<file path="src/rtl/syn_update.sv">
// Synaptic update processor: drains the fire FIFO and accumulates each fired weight row into per-neuron currents.
// Optional build macro: SYN_SATURATE_EN (saturating accumulate instead of two's-complement wrap).
module syn_update #(
    parameter int numneurons = 2,
    parameter int tagbits    = 1,
    parameter int wbits      = 8,
    parameter int accbits    = 16
) (
    input  logic                   clk,
    input  logic                   asyn_reset_n,
    input  logic                   start,
    input  logic                   fifo_empty,
    input  logic [tagbits-1:0]     fifo_tag,
    output logic                   fifo_deq,
    output logic                   w_rd,
    output logic [2*tagbits-1:0]   w_addr,
    input  logic [wbits-1:0]       w_data,
    input  logic [tagbits-1:0]     cur_addr,
    output logic [accbits-1:0]     cur_data,
    output logic                   busy,
    output logic                   done
);

    localparam int unsigned          NUM      = numneurons;
    localparam logic [tagbits:0]     NUM_EXT  = (tagbits+1)'(numneurons);
    localparam logic [tagbits-1:0]   LAST_DST = tagbits'(numneurons - 1);

    typedef enum logic [1:0] {IDLE, POP, SCAN, DONE} state_t;

    state_t                     state;
    logic [tagbits-1:0]         src;
    logic [tagbits-1:0]         dst;
    logic [tagbits-1:0]         dst_d;
    logic                       vld;
    logic signed [accbits-1:0]  acc [numneurons];

    logic                       tag_ok;
    logic signed [accbits-1:0]  wext;
    logic signed [accbits-1:0]  acc_cur;
    logic signed [accbits-1:0]  sum;
    logic signed [accbits-1:0]  acc_next;

    assign tag_ok   = ({1'b0, fifo_tag} < NUM_EXT);
    assign fifo_deq = (state == POP) && !fifo_empty;
    assign w_rd     = (state == SCAN);
    assign w_addr   = (state == SCAN) ? {src, dst} : '0;
    assign busy     = (state != IDLE);
    assign done     = (state == DONE);

    always_comb begin
        wext    = accbits'($signed(w_data));
        acc_cur = acc[dst_d];
        sum     = acc_cur + wext;
        acc_next = sum;
`ifdef SYN_SATURATE_EN
        // Overflow only when both operands share a sign that the sum does not.
        if ((acc_cur[accbits-1] == wext[accbits-1]) && (sum[accbits-1] != acc_cur[accbits-1]))
            acc_next = acc_cur[accbits-1] ? {1'b1, {(accbits-1){1'b0}}}
                                          : {1'b0, {(accbits-1){1'b1}}};
`endif
    end

    always_comb begin
        cur_data = '0;
        if ({1'b0, cur_addr} < NUM_EXT)
            cur_data = acc[cur_addr];
    end

    always_ff @(posedge clk or negedge asyn_reset_n) begin
        if (!asyn_reset_n) begin
            state <= IDLE;
            src   <= '0;
            dst   <= '0;
            dst_d <= '0;
            vld   <= 1'b0;
            for (int unsigned i = 0; i < NUM; i++)
                acc[i] <= '0;
        end else begin
            vld   <= (state == SCAN);
            dst_d <= dst;
            if (vld)
                acc[dst_d] <= acc_next;
            case (state)
                IDLE: begin
                    if (start) begin
                        for (int unsigned i = 0; i < NUM; i++)
                            acc[i] <= '0;
                        state <= POP;
                    end
                end
                POP: begin
                    if (fifo_empty) begin
                        state <= DONE;
                    end else begin
                        src <= fifo_tag;
                        // Out-of-range tags are consumed without issuing any reads.
                        if (tag_ok) begin
                            dst   <= '0;
                            state <= SCAN;
                        end
                    end
                end
                SCAN: begin
                    dst <= dst + 1'b1;
                    if (dst == LAST_DST)
                        state <= POP;
                end
                DONE:    state <= IDLE;
                default: state <= IDLE;
            endcase
        end
    end

endmodule

</file>
<file path="config.mk">
export PLATFORM = sky130hd
export DESIGN_NAME = syn_update
export DESIGN_NICKNAME = d
export VERILOG_FILES = /design/src/rtl/syn_update.sv
export SDC_FILE = /design/constraint.sdc
export NUM_CORES = 1
export LEC_CHECK = 0
export ABC_AREA = 0
export CAP_MARGIN = 0
export CORE_ASPECT_RATIO = 1.2
export CORE_MARGIN = 1.5
export CORE_UTILIZATION = 26
export CTS_BUF_LIST = sky130_fd_sc_hd__clkbuf_2 sky130_fd_sc_hd__clkbuf_4 sky130_fd_sc_hd__clkbuf_8
export CTS_CLUSTER_DIAMETER = 150
export DETAILED_ROUTE_END_ITERATION = 12
export PLACE_DENSITY = 0.45
export SYNTH_ARGS = -nofsm -noshare
export SYNTH_HDL_FRONTEND = slang
export SYNTH_SLANG_ARGS = --single-unit
</file>
<file path="constraint.sdc">
create_clock -name clk -period 3.9 [get_ports clk]
set_input_delay 0.78 -clock clk [delete_from_list [all_inputs] [get_ports clk]]
set_output_delay 0.78 -clock clk [all_outputs]
set_load 0.1 [all_outputs]
</file>
==> results.cfg <==
[global_route]
antenna_found_initial = 0
grt_max_degree = 39
grt_pass1_wl_mm = 11.8
grt_use_total = 0.141
grt_pass1_vias = 2302
grt-ovfl-total = 0

[place]
place.detailed.hpwl_mm = 5.13
port-buffer-count = 35
pre_cts_slack_ns = 0.581
gp_congestion = 0.880

[synth]
syn_inst = 306
yosys_warnings = 0
synth_top_cell_by_area = dfrtp_1
synthTopCellsByArea = dfrtp_1, mux2_2, ha_1
synth_fp_nets = 336
synthArstFlopShare = 1.00
synth-seq-cells = 38
synth_top_area_frac = 0.355
syn_avg_cell_area_um2 = 8.76
synth_cell_types = 40
synth_area_um2 = 2680
synth_ff_type = dfrtp_1
synth_edf_count = 0
seq_area_frac_synth = 0.355

[route]
vias = 2291
firstDrtPassIters = 4
drt-total-wl_mm = 7.20
drt-initial-drc-count = 196
postRouteAntennaNets = 0
wl_per_cell_um = 15.6
via_per_inst = 4.96
drc = 0

[timing]
skew_ns = 0.00566
slew_violations = 0
finalHoldViolCount = 0
rsz0062_at_grt = false
whs_ns = 0.470
worst_slack_ns = 0.837
finalCritPeriodShare = 0.785
setup_viol = 0
slew_headroom = 0.350
setup_tns_ns = 0
finalCriticalPeriod_ns = 3.06
tightest_slew_ns = 0.971
max_freq_ghz = 0.326

[critical_path]
crit_chain = mux2_2 > ha_1 > fa_1 > a21o_2 > a311o_2 > a21boi_2 > nor2_2 > or3_1 > nand3_1
slowest_stage = dfrtp_1
cp_max_fo = 6
r2r_slack_ns = 0.84
worst_setup_path_end_kind = flip-flop
cp_slowest_stage_delay_ns = 0.59
endpoint = acc[12]
crit_arrival_ns = 3.29
startpoint = dst_d
crit_path_start_kind = flip-flop
crit_type = reg2reg
ff2ff_path_depth = 9
r2r-start = dst_d
reg2reg_to = acc[12]
required_ns = 4.13

[floorplan]
coreArea_um2 = 10000
io_pins = 36
start_util = 0.268
rows = 40
die_w_um = 95.7
die_height_um = 114
die_area_um2 = 10900

[final_layout]
antenna_cells = 0
regArea_um2 = 951
multiInputGateArea_um2 = 1640
nFillCells = 1064
syn2layout_area_growth_pct = 26.8
final_net_count = 365
utilization = 0.339
drive_gt1_frac = 0.214

[clock_network]
clk_pin_slew_ns = 0.08
cts.htree.levels = 2
hold_buffers = 0
clock_latency_ns = 0.30
cts_root_buf = clkbuf_8
clock-sinks = 38
cts_buffer_depth = 2
tritoncts = yes
postCtsSetupRepairBufs = 0
cts_buffers = 5
cts_resized = 0

[run_status]
outcome = finished clean

[run]
max_cap_viol_count = 0

[worst_hold_path]
hp-class = reg2reg
==> state kept, by name, indices dropped and copies added (netlist names) <==
name	cells
vld	1
dst_d	1
state	2
src	1
acc	32
dst	1
==> final cells by class <==
| type | instances | area share |
|---|---|---|
| multi-input cells | 245 | 0.481 |
| flip-flops and latches | 38 | 0.280 |
| repair buffers | 41 | 0.160 |
| well taps | 126 | 0.0464 |
| clock buffers | 6 | 0.0243 |
| inverters | 4 | 0.00442 |
| clock inverters | 2 | 0.00368 |
==> worst min path at each step <==
stage / startpoint / endpoint / slack, ns / cells past startpoint
4_1_cts: dst / dst_d / 0.48 / 0
3_5_place_dp: dst / dst_d / 0.46 / 0
2_1_floorplan: dst / dst_d / 0.41 / 0
5_1_grt: dst / dst_d / 0.52 / 0
6_report: dst / dst_d / 0.47 / 0
3_3_place_gp: dst / dst_d / 0.47 / 0
==> cell usage in the layout, fill, tap and decap left out, types with 15 or more instances in the layout <==
cell / count
a21oi_1: 36
buf_12: 16
clkdlybuf4s50_1: 15
dfrtp_1: 38
ha_1: 15
mux2_2: 32
nand2_1: 49
nor2_1: 16
o21ai_0: 22
==> routing by layer <==
layer	global-route usage	routed length (um)	up-vias
met4	0.0412	118	0
met5	0	0	-
met1	0.179	3190	1083
met3	0.0319	355	10
li1	-	-	1138
met2	0.234	3530	60
==> critical path: cells and delay by family, from the launching register on <==
kind                     cells  cell delay (ns)
AO/OA/AOI/OAI                3             0.87
adder cells (fa/ha/maj)      2             0.62
flip-flops                   1             0.59
AND/OR/NAND/NOR              3             0.54
multiplexers                 1             0.38
==> cells by family (layout without fill, tap and decap cells) <==
family / after synthesis / in the layout / share of synthesized area
and+or+nand+nor: 104 / 104 / 0.175
AOI/OAI and AO/OA: 77 / 77 / 0.168
muxes: 38 / 38 / 0.157
DFF: 38 / 38 / 0.355
buffers and inverters: 23 / 53 / 0.0350
adders and majority gates: 16 / 16 / 0.0775
xor gates and xnor gates: 10 / 10 / 0.0327
==> synth_stat cells, types with 2 or more instances <==
master    count
nand2_1      49
nand3_1       5
o21ai_0      22
or3_1         2
nand4_1       4
nor3_1       10
a32oi_1       2
buf_1         4
mux2_2       32
dfrtp_1      38
nand2b_1      7
xnor2_1      10
ha_1         15
and2_1        4
mux2i_1       6
a211oi_1      2
o31ai_1       2
nor2_1       16
clkbuf_1     14
a21oi_1      36
and3_1        4
inv_1         4
==> stage by stage <==
stage	area [um^2]	cells
finish	3400	462
CTS	3400	462
detailed placement	3300	454
global placement	3300	454
global route	3400	462
floorplan	2680	306
Power is not shown: default switching activity piles up to over one toggle a cycle in this logic, so the estimate is an artifact.
